File: src/rtl/bht_pkg.sv
// Shared definitions for the gshare branch history table: 2-bit counter
// encodings, the reset counter value and the saturating update.
package bht_pkg;

    typedef enum logic [1:0] {
        SNT = 2'b00,
        WNT = 2'b01,
        WT  = 2'b10,
        ST  = 2'b11
    } ctr_e;

    localparam ctr_e CTR_RESET = WNT;

    // Saturating step toward the resolved direction
    function automatic ctr_e ctr_update(input ctr_e ctr, input logic taken);
        ctr_e nxt;
        case (ctr)
            SNT:     nxt = taken ? WNT : SNT;
            WNT:     nxt = taken ? WT  : SNT;
            WT:      nxt = taken ? ST  : WNT;
            ST:      nxt = taken ? ST  : WT;
            default: nxt = CTR_RESET;
        endcase
        return nxt;
    endfunction

endpackage

File: src/rtl/bht.sv
// Gshare direction predictor: global history register XORed with the PC
// indexes a flop-based table of 2-bit saturating counters.
module bht
    import bht_pkg::*;
#(
    parameter int INDEX_WIDTH = 6,
    parameter int GHR_WIDTH   = 6
) (
    input  logic                 clk,
    input  logic                 rst_n,
    input  logic                 prediction_en,
    input  logic                 PL_flush,
    input  logic                 branch_if,
    input  logic [31:0]          pc_if,
    output logic                 prediction_taken,
    output logic [GHR_WIDTH-1:0] ghr_if,
    input  logic                 branch_ex,
    input  logic [31:0]          pc_ex,
    input  logic [GHR_WIDTH-1:0] ghr_ex,
    input  logic                 taken_ex
);

    localparam int ENTRIES = 1 << INDEX_WIDTH;

    ctr_e                   table_r [ENTRIES];
    logic [GHR_WIDTH-1:0]   ghr_r;
    logic [INDEX_WIDTH-1:0] ghr_if_ext_s;
    logic [INDEX_WIDTH-1:0] ghr_ex_ext_s;
    logic [INDEX_WIDTH-1:0] lkp_idx_s;
    logic [INDEX_WIDTH-1:0] upd_idx_s;
    logic                   predict_s;
    logic                   unused_s;

    assign ghr_if = ghr_r;

    // Zero-extend both history values to table index width
    always_comb begin
        ghr_if_ext_s                = '0;
        ghr_ex_ext_s                = '0;
        ghr_if_ext_s[GHR_WIDTH-1:0] = ghr_r;
        ghr_ex_ext_s[GHR_WIDTH-1:0] = ghr_ex;
    end

    assign lkp_idx_s = pc_if[INDEX_WIDTH+1:2] ^ ghr_if_ext_s;
    assign upd_idx_s = pc_ex[INDEX_WIDTH+1:2] ^ ghr_ex_ext_s;
    assign predict_s = prediction_en & branch_if;

    // Lookup reads the pre-edge table, so a same-cycle update is seen next cycle
    always_comb begin
        if (predict_s) begin
            prediction_taken = table_r[lkp_idx_s][1];
        end else begin
            prediction_taken = 1'b0;
        end
    end

    // Counter training on every resolved branch, independent of flush/enable
    always_ff @(posedge clk or negedge rst_n) begin
        if (!rst_n) begin
            for (int i = 0; i < ENTRIES; i++) begin
                table_r[i] <= CTR_RESET;
            end
        end else if (branch_ex) begin
            table_r[upd_idx_s] <= ctr_update(table_r[upd_idx_s], taken_ex);
        end
    end

    // History: flush repair outranks the speculative shift; bare flush holds
    always_ff @(posedge clk or negedge rst_n) begin
        if (!rst_n) begin
            ghr_r <= '0;
        end else if (PL_flush) begin
            if (branch_ex) begin
                ghr_r <= {ghr_ex[GHR_WIDTH-2:0], taken_ex};
            end else begin
                ghr_r <= ghr_r;
            end
        end else if (predict_s) begin
            ghr_r <= {ghr_r[GHR_WIDTH-2:0], prediction_taken};
        end else begin
            ghr_r <= ghr_r;
        end
    end

    assign unused_s = ^{pc_if[31:INDEX_WIDTH+2], pc_if[1:0],
                        pc_ex[31:INDEX_WIDTH+2], pc_ex[1:0]};

endmodule

File: config.mk
export PLATFORM = sky130hd
export DESIGN_NAME = bht
export DESIGN_NICKNAME = d
export VERILOG_FILES = /design/src/rtl/bht_pkg.sv /design/src/rtl/bht.sv
export SDC_FILE = /design/constraint.sdc
export NUM_CORES = 1
export LEC_CHECK = 0
export CELL_PAD_IN_SITES_DETAIL_PLACEMENT = 1
export CELL_PAD_IN_SITES_GLOBAL_PLACEMENT = 1
export CORE_MARGIN = 5
export CORE_UTILIZATION = 36
export CTS_BUF_LIST = sky130_fd_sc_hd__clkbuf_4 sky130_fd_sc_hd__clkbuf_8
export CTS_CLUSTER_SIZE = 25
export DETAILED_ROUTE_END_ITERATION = 16
export GPL_TIMING_DRIVEN = 0
export PLACE_DENSITY_LB_ADDON = 0.1
export SYNTH_ARGS = -nofsm -noshare
export SYNTH_HDL_FRONTEND = slang
export SYNTH_SLANG_ARGS = --single-unit
File: constraint.sdc
create_clock -name clk -period 5.6 [get_ports clk]
set_clock_uncertainty 0.1 [all_clocks]
set_input_delay 0.56 -clock clk [delete_from_list [all_inputs] [get_ports clk]]
set_output_delay 0.56 -clock clk [all_outputs]
set_load 0.005 [all_outputs]
==> results.yml, run 1 <==
power_and_ir_drop:
  leakagePower_nw: 3.20
  total_chip_power_mw: 3.53
  ir_drop_uv: 140
  power_per_unit_of_standard_cell_area_nw_per_um2: 426
cells_and_area:
  drive_above_1_share: 0.230
  final_cell_area_um2: 8290
  fin_util: 0.426
  nFillCells: 2213
  multi_input_area_um2: 3440
  seqCellArea_um2: 3430
  antenna_cells: 0
  fin_nets: 856
  layout-area-overhead-vs-synth_pct: 16.3
detailed_routing:
  drtAntennaViolNets: 0
  wl_met2_um: 12200
  detail_route.drc_violations: 0
  route.vias.total: 5962
  topRoutingLayerUsed: "met4"
  route.met3.wl_um: 1220
  m1WireLength_um: 11500
  drt_iter0_drc: 388
  vias_per_cell: 5.64
  avgRoutedWirePerCell_um: 24.2
  first_pass_iteration_count_of_the_detailed_router: 5
  wirelength_um: 25600
timing:
  period_utilization: 0.860
  final-hold-violation-count: 0
  rsz0062_at_grt: "no"
  max_freq_mhz: 208
  period_needed_ns: 4.82
  worst-slew-pin-transition_ns: 1.39
  worst_slew_margin_relative_to_its_limit: 0.0695
  fin_setup_tns_ns: 0
  timing.final.max_slew_violations: 0
  final_setup_violation_count: 0
synthesis:
  synth_edf_count: 0
  netlist_area_before_placement_um2: 7130
  synth.top_cells.by_area: "sky130_fd_sc_hd__dfrtp_1, sky130_fd_sc_hd__dfstp_2, sky130_fd_sc_hd__nand2_1"
  synth_area_per_inst_um2: 9.83
  synthDominantCellAreaShare: 0.246
  postSynthRegisterBits: 134
  synth.lib_cells_used.distinct: 41
  synth_top_cell_by_area: "sky130_fd_sc_hd__dfrtp_1"
  ys_warn_count: 0
  mappedNetlistNets: 802
  synth_async_sr_flop_share: 1.00
  yosysSeqAreaShare: 0.482
  synth_flop_cell: "sky130_fd_sc_hd__dfrtp_1"
  post_synth_inst_count: 725
hold_path:
  worstHoldPathType: "reg2reg"
critical_path:
  setup.worst_path.class: "in2out"
  crit_fanout: 10
  timing.critical_path.required_ns: 4.94
  path_cells: "clkdlybuf4s50_1 > xor2_1 > clkbuf_1 > mux4_2 > mux2i_1 > a22oi_1 > a22oi_1 > o211ai_1 > clkdlybuf4s50_1"
  critPathTopFamily: "buffers and inverters"
  critPathSlowestCell: "sky130_fd_sc_hd__xor2_1"
  crit_path_start_kind: "input pin"
  slowest_cell_delay_on_critical_path_ns: 0.75
  crit_buf_inv: 3
  critPathArrivalTime_ns: 4.16
  critical_path.endpoint_type: "primary output"
cts:
  tritoncts: "built"
  ctsHoldBuffers: 1
  postCtsResizedCells: 0
  tritoncts_num_sinks: 134
  htree_num_levels: 4
  cts.clk_slew.worst_paths_ns: 0.08
  insertion_delay_ns: 0.46
  post_cts.repair.setup_buffers: 0
  tritoncts.num_buffers: 17
  clk_path_buf_depth: 2
  cts_root_buf: "sky130_fd_sc_hd__clkbuf_8"
die:
  rows: 51
  effective_utilization_at_floorplan: 0.366
  standard_cell_core_area_um2: 19500
  die-area_um2: 22700
  die_width_um: 151
  die_y_um: 151
  ios: 84
placed_design:
  gp_routability_congestion: 0.884
  detailed_place_hpwl_um: 17900
  placed_area_um2: 7830
  port-buffer-count: 30
global_route:
  grt_first_pass_wirelength_um: 38800
  first_global_vias: 6243
  grt.overflow.total: 0
  grt_antenna_before_repair: 0
  grt_max_degree: 97
  gr-usage-all-layers: 0.234
flow_run:
  max-cap-violations: 0
run_status:
  run_status: "finished, final reports clean"
cell type report:
class                   instances  share of cell area
repair buffers                 35              0.0450
flip-flops and latches        134               0.414
clock inverters                11              0.0208
plain buffers                  31              0.0321
multi-input cells             559               0.414
well taps                     265              0.0400
inverters                       1            0.000453
clock buffers                  21              0.0333
cell usage after synthesis (8+ instances only):
| cell | n |
|---|---|
| sky130_fd_sc_hd__dfstp_2 | 64 |
| sky130_fd_sc_hd__o21ai_2 | 19 |
| sky130_fd_sc_hd__dfrtp_1 | 70 |
| sky130_fd_sc_hd__a311oi_1 | 10 |
| sky130_fd_sc_hd__nor3_1 | 24 |
| sky130_fd_sc_hd__nand2_1 | 248 |
| sky130_fd_sc_hd__mux2i_1 | 14 |
| sky130_fd_sc_hd__o21ai_1 | 103 |
| sky130_fd_sc_hd__buf_6 | 17 |
| sky130_fd_sc_hd__o21ai_0 | 14 |
| sky130_fd_sc_hd__xnor2_1 | 8 |
| sky130_fd_sc_hd__mux4_2 | 23 |
| sky130_fd_sc_hd__nor2_1 | 23 |
cells by family (layout without fill, tap and decap cells):
logic type      Yosys count  after routing  synth area share
compound gates          184            184             0.156
xor+xnor                 18             18            0.0263
fa+ha+maj                 2              2           0.00316
buf+inv                  32             99            0.0379
flops                   134            134             0.482
mux                      48             48             0.124
simple gates            307            307             0.170
path summary, 6_finish.rpt:
kind                              from               end  slack (ns)  cells after the start
setup / recovery              pc_if[3]  prediction_taken        0.78                      9
hold / removal             table_r[62]       table_r[62]        0.37                      2
setup reg to reg             ghr_if[0]         ghr_if[0]        2.02                      8
hold reg to reg            table_r[62]       table_r[62]        0.37                      2
max in group asynchronous        rst_n       table_r[36]        4.09                      3
min in group asynchronous        rst_n       table_r[91]        0.46                      2
worst reg2reg max path, stage by stage, from the launching register on:
cell	delay, ns
sky130_fd_sc_hd__dfrtp_1	0.44
sky130_fd_sc_hd__xor2_1	1.03
sky130_fd_sc_hd__buf_6	0.32
sky130_fd_sc_hd__mux4_2	0.54
sky130_fd_sc_hd__mux4_2	0.54
sky130_fd_sc_hd__nand3_1	0.11
sky130_fd_sc_hd__o211ai_1	0.11
sky130_fd_sc_hd__mux2i_1	0.16
sky130_fd_sc_hd__o21ai_0	0.08
power breakdown:
group	switching [mW]	internal, mW	total (mW)
combinational	0.596	0.442	1.04
clock	0.417	0.520	0.937
sequential	0.217	1.34	1.56
layout by cell type, fill, tap and decap left out, types with 2 or more instances in the layout:
cell                                n
sky130_fd_sc_hd__buf_4              4
sky130_fd_sc_hd__mux4_2            23
sky130_fd_sc_hd__clkbuf_4           2
sky130_fd_sc_hd__maj3_2             2
sky130_fd_sc_hd__a21oi_1            7
sky130_fd_sc_hd__o221ai_1           6
sky130_fd_sc_hd__buf_2              6
sky130_fd_sc_hd__or4_1              2
sky130_fd_sc_hd__nand3_1            3
sky130_fd_sc_hd__clkbuf_1           4
sky130_fd_sc_hd__o31ai_1            2
sky130_fd_sc_hd__o22ai_1            2
sky130_fd_sc_hd__nand2_1          248
sky130_fd_sc_hd__a311oi_1          10
sky130_fd_sc_hd__o21ai_0           14
sky130_fd_sc_hd__clkbuf_8          19
sky130_fd_sc_hd__a22o_1             2
sky130_fd_sc_hd__clkdlybuf4s50_1   29
sky130_fd_sc_hd__dfrtp_1           70
sky130_fd_sc_hd__nor3_2             2
sky130_fd_sc_hd__mux4_1             7
sky130_fd_sc_hd__clkinvlp_4         4
sky130_fd_sc_hd__o21ai_1          103
sky130_fd_sc_hd__mux2_2             4
sky130_fd_sc_hd__bufinv_16          4
sky130_fd_sc_hd__xor2_1             6
sky130_fd_sc_hd__buf_6             21
sky130_fd_sc_hd__o21ai_2           19
sky130_fd_sc_hd__o211ai_1           2
sky130_fd_sc_hd__a31oi_1            6
sky130_fd_sc_hd__mux2i_1           14
sky130_fd_sc_hd__nor3_1            22
sky130_fd_sc_hd__xor2_2             3
sky130_fd_sc_hd__nor2_1            23
sky130_fd_sc_hd__xnor2_1            8
sky130_fd_sc_hd__dfstp_2           64
sky130_fd_sc_hd__nor2b_1            2
sky130_fd_sc_hd__a22oi_1            7
sky130_fd_sc_hd__nand4_1            3
per-layer routing:
layer  track usage  up-vias
met5             0        -
li1              -     2705
met2         0.381      175
met4        0.0848        0
met3        0.0355       37
met1         0.318     3045
flip-flops by register name, indices dropped and copies added, names as in the netlist:
name	count
ghr_if	6
table_r	128
stage by stage:
step,setup WS [ns],cells,hold slack [ns]
floorplan,2.36,725,0.164
global placement,-1.53,1020,0.351
detailed placement,0.822,1024,0.357
CTS,0.806,1057,0.368
global route,0.705,1057,0.376
finish,0.784,1057,0.368
No activity file was read; power rests on OpenSTA's default activity.
==> run 2, diff against run 1 <==
--- a/config.mk
+++ b/config.mk
@@ -13,7 +13,7 @@
 export CTS_CLUSTER_SIZE = 25
 export DETAILED_ROUTE_END_ITERATION = 16
 export GPL_TIMING_DRIVEN = 0
-export PLACE_DENSITY_LB_ADDON = 0.1
+export PLACE_DENSITY = 0.8
 export SYNTH_ARGS = -nofsm -noshare
 export SYNTH_HDL_FRONTEND = slang
 export SYNTH_SLANG_ARGS = --single-unit
==> constraint.sdc (replaced) <==
create_clock -name clk -period 3.9 [get_ports clk]
set_clock_uncertainty 0.1 [all_clocks]
set_input_delay 0.39 -clock clk [delete_from_list [all_inputs] [get_ports clk]]
set_output_delay 0.39 -clock clk [all_outputs]
set_load 0.005 [all_outputs]
==> results.yml, run 2 (synthesis results as in run 1) <==
die:
  rows: 51
  die-area_um2: 22700
  die_y_um: 151
  standard_cell_core_area_um2: 19500
  die_width_um: 151
  effective_utilization_at_floorplan: 0.366
  ios: 84
critical_path:
  critical_path.endpoint_type: "flop"
  r2r-start: "ghr_if[0]"
  critPathSlowestCell: "sky130_fd_sc_hd__nor2_1"
  slowest_cell_delay_on_critical_path_ns: 0.94
  critPathTopFamily: "simple AND/OR/NAND/NOR gates"
  critPathArrivalTime_ns: 3.91
  timing.critical_path.required_ns: 4.14
  setup.worst_path.class: "in2reg"
  crit_fanout: 10
  path_cells: "clkdlybuf4s50_1 > xnor2_1 > buf_4 > buf_2 > nand2_1 > nor2_1 > nand2_1 > nand2_1 > o21ai_1"
  crit_top_cell: "sky130_fd_sc_hd__nand2_1"
  timing.critical_path.from: "ghr_ex[1]"
  crit_buf_inv: 3
  crit_path_start_kind: "input pin"
power_and_ir_drop:
  total_chip_power_mw: 4.82
  internal_power_mw: 3.12
  share_of_total_power_in_sequential_cells: 0.469
  clock_power_share: 0.224
  power.combinational.fraction: 0.307
  p_sw_frac: 0.352
  leakagePower_nw: 3.22
  total_switching_power_mw: 1.70
  power_per_unit_of_standard_cell_area_nw_per_um2: 582
  ir_drop_uv: 203
cells_and_area:
  fin_util: 0.425
  nFillCells: 2224
  layout-area-overhead-vs-synth_pct: 16.0
  antenna_cells: 0
  final_cell_area_um2: 8270
  commonest_non_fill_non_tap_cell_in_the_layout: "sky130_fd_sc_hd__nand2_1"
  highest_count_cells_in_the_layout_ignoring_fill_and_taps: "sky130_fd_sc_hd__nand2_1, sky130_fd_sc_hd__o21ai_1, sky130_fd_sc_hd__dfrtp_1"
  drive_above_1_share: 0.237
  largest_reg_flops: 128
  largest_register: "table_r"
  fin_nets: 857
global_route:
  groute.layer.met3.usage: 0.0470
  grt_max_degree: 92
  grt_antenna_before_repair: 0
  grt_first_pass_wirelength_um: 37000
  grt.overflow.total: 0
  global_routing_usage_on_met1: 0.281
  first_global_vias: 6361
  gr-usage-all-layers: 0.217
  grt_use_met2: 0.355
  busiest_layer: "met2"
cts:
  tritoncts_num_sinks: 134
  cts.clk_slew.worst_paths_ns: 0.07
  cts_root_buf: "sky130_fd_sc_hd__clkbuf_8"
  clk_path_buf_depth: 2
  tritoncts: "built"
  tritoncts.num_buffers: 17
  htree_num_levels: 4
  insertion_delay_ns: 0.45
detailed_routing:
  route.vias.total: 6088
  drt_iter0_drc: 547
  avgRoutedWirePerCell_um: 22.4
  wirelength_um: 23700
  detail_route.drc_violations: 0
  drtAntennaViolNets: 0
  first_pass_iteration_count_of_the_detailed_router: 6
  vias_per_cell: 5.75
placed_design:
  placed_area_um2: 7820
  gp_routability_congestion: 0.886
  port-buffer-count: 30
  detailed_place_hpwl_um: 16900
timing:
  timing.final.max_slew_violations: 0
  final_setup_violation_count: 0
  hold-worst-slack_ns: 0.289
  period_utilization: 0.942
  worst_slew_margin_relative_to_its_limit: 0.152
  worst-slew-pin-transition_ns: 1.27
  max_freq_mhz: 272
  final-hold-violation-count: 0
  period_needed_ns: 3.67
  rsz0062_at_grt: "no"
hold_path:
  worstHoldStart: "PL_flush"
  worstHoldPathType: "in2reg"
flow_run:
  max-cap-violations: 0
run_status:
  run_status: "finished, final reports clean"
[run 2: cell types whose count changed in the layout (fill, tap and decap cells not counted), moves of 2 or more]
| cell | previous run | this run |
|---|---|---|
| sky130_fd_sc_hd__buf_4 | 4 | 6 |
| sky130_fd_sc_hd__buf_6 | 21 | 19 |
| sky130_fd_sc_hd__bufinv_16 | 4 | 0 |
| sky130_fd_sc_hd__clkbuf_4 | 2 | 7 |
| sky130_fd_sc_hd__clkbuf_8 | 19 | 21 |
| sky130_fd_sc_hd__clkinv_2 | 1 | 5 |
| sky130_fd_sc_hd__clkinvlp_4 | 4 | 0 |
| sky130_fd_sc_hd__xor2_1 | 6 | 4 |
| sky130_fd_sc_hd__xor2_4 | 0 | 2 |
[run 2: power by group through the flow]
stage	Sequential [mW]	Combinational, mW	Clock (mW)
floorplan	2.12	1.03	0
global route	2.30	1.61	1.16
CTS	2.24	1.47	1.09
finish	2.26	1.48	1.08
global placement	2.24	1.38	0
detailed placement	2.26	1.45	0
[run 2: layer usage]
metal / vias up / routed length [µm]
li1: 2701 / -
met5: - / 0
met2: 269 / 11200
met4: 0 / 822
met1: 3056 / 9820
met3: 62 / 1890
[run 2: layout make-up]
class | instances | area, µm² | share of cell area
clock inverter | 5 | 25.0 | 0.00303
timing repair buffer | 36 | 379 | 0.0459
buffer | 31 | 279 | 0.0337
clock buffer | 27 | 334 | 0.0404
sequential | 134 | 3430 | 0.415
tap | 265 | 332 | 0.0401
multi-input combinational | 559 | 3480 | 0.421
inverter | 1 | 3.75 | 0.000454
[run 2: worst min-delay path: stages]
cell,delay [ns]
sky130_fd_sc_hd__clkbuf_1,0.23
sky130_fd_sc_hd__nand2_1,0.11
sky130_fd_sc_hd__o21ai_0,0.07
[run 2: stage by stage]
stage               instances  setup WS, ns  setup TNS (ns)
finish                   1058         0.228               0
global route             1058         0.190               0
CTS                      1058        0.0376               0
detailed placement       1023        -0.601          -20.58
global placement         1020         -3.05         -322.75
floorplan                 725         0.946               0
[run 2: path summary, 6_finish.rpt]
kind / end / slack (ns) / cells after the start
worst max register to register: ghr_if[0] / 1.03 / 8
min in group asynchronous: table_r[91] / 0.32 / 2
worst min-delay path: ghr_if[0] / 0.29 / 3
worst max-delay path: table_r[109] / 0.23 / 9
max in group asynchronous: table_r[114] / 2.55 / 3
worst min register to register: table_r[126] / 0.37 / 2
[run 2: what timing repair did]
item | in CTS | in global routing
gates cloned | 0 | 0
gates resized for setup | 6 | 5
hold buffers | 1 | 0
hold endpoints to repair | 24 | 0
pin swaps | 1 | 1
setup endpoints to repair | 1 | 113
setup buffers | 2 | 0
